[config.mk]
export PLATFORM = sky130hd
export DESIGN_NAME = ahbl_arbiter_2
export DESIGN_NICKNAME = d
export VERILOG_FILES = /design/src/rtl/ahbl_arbiter_2.sv
export SDC_FILE = /design/constraint.sdc
export NUM_CORES = 1
export LEC_CHECK = 0
export ABC_AREA = 1
export BUFFER_PORTS_ARGS = -buffer_cell sky130_fd_sc_hd__buf_2
export CAP_MARGIN = 10
export CORE_ASPECT_RATIO = 0.75
export CORE_MARGIN = 2
export CORE_UTILIZATION = 40
export DETAILED_ROUTE_END_ITERATION = 7
export GPL_TIMING_DRIVEN = 0
export HOLD_SLACK_MARGIN = 0.06
export MAX_ROUTING_LAYER = met4
export PLACE_DENSITY = 0.77
export SYNTH_ARGS = -nofsm -noshare
export SYNTH_HDL_FRONTEND = slang
export SYNTH_SLANG_ARGS = --single-unit
[constraint.sdc]
create_clock -name HCLK -period 1.6 [get_ports HCLK]
set_clock_uncertainty 0.1 [all_clocks]
set_input_delay 0.32 -clock HCLK [delete_from_list [all_inputs] [get_ports HCLK]]
set_output_delay 0.32 -clock HCLK [all_outputs]
set_load 0.02 [all_outputs]
[src/rtl/ahbl_arbiter_2.sv]
// Two-master AHB-Lite arbiter. A master that loses a conflict has its address
// phase captured and replayed later; it is stalled through its own HREADY until then.
module ahbl_arbiter_2 #(
    parameter bit RR         = 1'b1,
    parameter bit BURST_LOCK = 1'b1
) (
    input  logic        HCLK,
    input  logic        HRESETn,
    input  logic [31:0] M0_HADDR,
    input  logic [1:0]  M0_HTRANS,
    input  logic        M0_HWRITE,
    input  logic [2:0]  M0_HSIZE,
    input  logic [31:0] M0_HWDATA,
    output logic        M0_HREADY,
    output logic [31:0] M0_HRDATA,
    input  logic [31:0] M1_HADDR,
    input  logic [1:0]  M1_HTRANS,
    input  logic        M1_HWRITE,
    input  logic [2:0]  M1_HSIZE,
    input  logic [31:0] M1_HWDATA,
    output logic        M1_HREADY,
    output logic [31:0] M1_HRDATA,
    output logic [31:0] HADDR,
    output logic [1:0]  HTRANS,
    output logic        HWRITE,
    output logic [2:0]  HSIZE,
    output logic [31:0] HWDATA,
    input  logic        HREADY,
    input  logic [31:0] HRDATA
);
    localparam logic [1:0] TR_IDLE = 2'b00;
    localparam logic [1:0] TR_SEQ  = 2'b11;

    logic [37:0] r_hold0, r_hold1;
    logic        r_pend0, r_pend1;
    logic        r_dvalid, r_downer, r_last;

    logic [37:0] w_live0, w_live1, w_bus;
    logic        w_act0, w_act1, w_req0, w_req1;
    logic        w_gv, w_g, w_last_seq;
    logic        w_issue0, w_issue1, w_cap0, w_cap1;

    assign w_live0 = {M0_HADDR, M0_HTRANS, M0_HWRITE, M0_HSIZE};
    assign w_live1 = {M1_HADDR, M1_HTRANS, M1_HWRITE, M1_HSIZE};

    // Ready depends only on registered state and HREADY, so the live-request
    // terms below never loop back through the grant.
    assign M0_HREADY = r_pend0 ? 1'b0 : (r_dvalid && !r_downer) ? HREADY : 1'b1;
    assign M1_HREADY = r_pend1 ? 1'b0 : (r_dvalid &&  r_downer) ? HREADY : 1'b1;

    assign w_act0 = M0_HTRANS[1] & M0_HREADY;
    assign w_act1 = M1_HTRANS[1] & M1_HREADY;
    assign w_req0 = r_pend0 | w_act0;
    assign w_req1 = r_pend1 | w_act1;
    assign w_gv   = w_req0 | w_req1;

    assign w_last_seq = r_last ? (M1_HTRANS == TR_SEQ && !r_pend1)
                               : (M0_HTRANS == TR_SEQ && !r_pend0);

    always_comb begin
        w_g = 1'b0;
        if (w_req1 && !w_req0) begin
            w_g = 1'b1;
        end else if (w_req0 && w_req1) begin
            if (BURST_LOCK && w_last_seq) w_g = r_last;
            else if (RR)                  w_g = ~r_last;
            else                          w_g = 1'b0;
        end
    end

    always_comb begin
        w_bus = {M0_HADDR, TR_IDLE, M0_HWRITE, M0_HSIZE};
        if (w_gv) begin
            if (w_g) w_bus = r_pend1 ? r_hold1 : w_live1;
            else     w_bus = r_pend0 ? r_hold0 : w_live0;
        end
    end

    assign {HADDR, HTRANS, HWRITE, HSIZE} = w_bus;
    assign HWDATA    = r_downer ? M1_HWDATA : M0_HWDATA;
    assign M0_HRDATA = HRDATA;
    assign M1_HRDATA = HRDATA;

    // A grant only takes effect on a ready cycle; any other live request is parked.
    assign w_issue0 = HREADY && w_gv && !w_g;
    assign w_issue1 = HREADY && w_gv &&  w_g;
    assign w_cap0   = w_act0 && !w_issue0;
    assign w_cap1   = w_act1 && !w_issue1;

    always_ff @(posedge HCLK or negedge HRESETn) begin
        if (!HRESETn) begin
            r_hold0  <= '0;
            r_hold1  <= '0;
            r_pend0  <= 1'b0;
            r_pend1  <= 1'b0;
            r_dvalid <= 1'b0;
            r_downer <= 1'b0;
            r_last   <= 1'b1;
        end else begin
            if (HREADY) begin
                r_dvalid <= w_gv;
                if (w_gv) begin
                    r_downer <= w_g;
                    r_last   <= w_g;
                end
            end
            if (w_cap0) begin
                r_pend0 <= 1'b1;
                r_hold0 <= w_live0;
            end else if (w_issue0) begin
                r_pend0 <= 1'b0;
            end
            if (w_cap1) begin
                r_pend1 <= 1'b1;
                r_hold1 <= w_live1;
            end else if (w_issue1) begin
                r_pend1 <= 1'b0;
            end
        end
    end
endmodule
==> results.toml <==
[clocking]
cts_sinks = 81
worstSkewPairLatency_ns = 0.35
htreeDepth = 3
clkTransAtPathRegs_ns = 0.07
cts_root_buf = "clkbuf_16"
cts_buffers = 9
cts_tree = "yes"
cts_buffer_depth = 2

[critical_path]
cp.required_ns = 1.18
setup.worst_path.class = "register to output port"
startpoint_type = "register"
cp_data_arrival_time_ns = 2.07
r2r-start = "r_pend1"
rr_worst_depth = 15
rrSetupSlack_ns = -0.71
rr_endpoint = "r_hold0[36]"
crit_fanout = 6
worst_setup_path_end_kind = "output port"

[drt]
wl_um = 28810
viasPerCell = 5.781
drt.antenna.violating_nets = 0
avgRoutedWirePerCell_um = 22.51
drtIter0Drc = 1095
drc = 0
dr.pass1.iters = 5
vias = 7400

[timing]
period_share_pct = 155.5
period_minus_slack_ns = 2.488
maxSlewViolCount = 0
tightest_slew_ns = 0.5641
fin_ws_ns = -0.8884
rsz0062_at_grt = "yes"
maxSlewHeadroom_pct = 62.00
max_freq_mhz = 401.9
hold_violations = 0
finalSetupViolCount = 151

[global_route]
grt_pass1_vias = 6409
grt_max_degree = 60
grt_pass1_wl_um = 34790
grt_usage_pct = 32.83
grt_overflow = 0
antenna_found_initial = 1

[cells_and_area]
layout.cells.non_filler = 1280
finalNetCount = 1280
areaGrowthSynthToFinish_pct = 84.17
drive_gt1_share_pct = 58.57

[synthesis]
yosys-top-cells-count = "nand2_1 (305), dfrtp_1 (80), o21ai_0 (72), buf_4 (70), inv_1 (47)"
synthArstFlopShare_pct = 100.0
synth_largest_area_cell = "dfrtp_1"
synth.ff_latch_count = 81
syn_area_um2 = 5351
avgSynthCellArea_um2 = 7.041
synth_top_area_share_pct = 37.41
ys_top_cells_by_area = "dfrtp_1 (37%), nand2_1 (21%), buf_4 (9.8%)"
syn_nets = 935
ys_warn_count = 0
synth_ff_type = "dfrtp_1"
synth_cell_types = 25
synth.most_common_cell = "nand2_1"
postSynthCellCount = 760
ys_seq_area_share_pct = 37.90
synth-edff-count = 0

[floorplan]
io-pin-count = 311
core.rowCount = 36
fp.dieW_um = 137.6
dieArea_um2 = 14330
initial_core_util_pct = 41.11
fp.dieH_um = 104.2
core_area_um2 = 13020

[place]
place.gp.congestion = 0.9135
dp_hpwl_um = 15170
io_buffers = 278
pre_cts_ws_ns = -0.6201
dpl.cell_count = 1210

[run_status]
outcome = "finished with violations"
violations = "negative setup slack"

[min_path]
whs_path_depth = 3
hold_path_class = "primary input to register"
min_from = "M0_HADDR[29]"
holdPathEnd = "r_hold0[35]"

[run]
cap_violations = 0

[power_and_ir_drop]
ir_drop_v = 0.001964
p_leak_uw = 0.005191
power_density_nw_per_um2 = 2406
[cells in the final DEF, fill, tap and decap left out, types with 2 or more instances in the layout]
master / n
nand2_1: 208
clkbuf_1: 2
clkbuf_8: 3
dfrtp_1: 78
dfrtp_2: 2
clkbuf_4: 4
nor2_4: 14
clkinv_2: 3
o21ai_4: 18
nand3_4: 2
buf_16: 2
mux2i_2: 6
nand2_4: 45
clkbuf_2: 2
buf_6: 78
nor2_2: 5
nand2_2: 58
inv_2: 4
buf_2: 213
a31oi_4: 12
buf_8: 19
mux2i_1: 17
o21ai_2: 17
nand3_1: 36
nand3_2: 4
o21ai_1: 45
inv_1: 44
nand2_8: 2
clkbuf_16: 22
o21ai_0: 22
buf_4: 98
buf_12: 8
[flip-flops by register name, indices dropped and copies added, names as in the netlist]
register  flops
r_downer      1
r_dvalid      1
r_pend1       1
r_hold0      38
r_hold1      38
r_pend0       1
r_last        1
[worst max-delay path by stage]
stage	start	endpoint	slack (ns)	cells after the start
2_1_floorplan	r_downer	HADDR[0]	-0.18	9
3_3_place_gp	r_pend1	HSIZE[2]	-0.60	6
3_5_place_dp	r_pend0	HADDR[17]	-0.62	5
4_1_cts	r_downer	HADDR[3]	-0.76	13
5_1_grt	r_pend1	HADDR[28]	-0.89	11
6_report	r_pend1	HTRANS[1]	-0.89	12
[repair_timing]
action / in CTS / in global routing
pin swaps: 7 / 47
gates resized for setup: 270 / 183
endpoints found under the hold margin: 22 / 0
buffers inserted: 18 / 20
hold buffers: 1 / 0
cloned: 8 / 10
setup endpoints to repair: 149 / 152
[routing by layer]
| layer | track usage, % | share of wire, % | vias to the layer above |
|---|---|---|---|
| met5 | - | 0 | - |
| li1 | - | - | 3041 |
| met4 | 11.19 | 6.0 | 0 |
| met1 | 42.38 | 37 | 3465 |
| met3 | 9.162 | 12 | 197 |
| met2 | 49.61 | 45 | 697 |
[area by class of cell]
class | instances | area [um2]
diodes | 1 | 2.502
plain buffers | 111 | 1089
clock buffers | 10 | 239.0
clock inverters | 4 | 45.04
fillers | 734 | 3162
inverters | 51 | 214.0
multi-input cells | 518 | 3483
flip-flops and latches | 81 | 2031
well taps | 171 | 214.0
repair buffers | 333 | 2539
[worst max-delay path, stage by stage (launching register included)]
cell     delay, ns
dfrtp_2       0.48
inv_2         0.09
nand3_2       0.10
nand2_2       0.11
nand2_2       0.07
nand2_4       0.10
nand2_8       0.09
inv_12        0.10
buf_12        0.11
buf_12        0.12
nor2_4        0.04
nor2_4        0.14
buf_6         0.14
[where the power goes]
group	leakage [uW]	internal (uW)	switching, uW	total, uW
combinational	0.00405	7850	10000	17900
clock	0.000144	1230	850	2080
sequential	0.000993	3020	763	3780
[per-stage QoR]
step | total power, uW | TNS (ns) | cell area, um2 | hold WS [ns] | utilization (%)
2_1_floorplan | 11400 | -7.809 | 5858 | -0.07559 | -
3_3_place_gp | 14450 | -80.33 | 7463 | 0.3366 | 57.33
3_5_place_dp | 14610 | -39.88 | 7493 | 0.1401 | 57.56
4_1_cts | 20340 | -60.67 | 8924 | 0.1055 | 68.55
5_1_grt | 24300 | -94.73 | 9856 | 0.1251 | 75.71
6_report | 23720 | -93.40 | 9856 | 0.1167 | 75.71
[cells by family after synthesis]
logic type	share of synthesized area (%)
AND/OR/NAND/NOR	28.29
buffers and inverters	17.75
AO/OA/AOI/OAI	11.57
flip-flops	37.90
multiplexers	4.489
No activity file was read; power rests on OpenSTA's default activity.
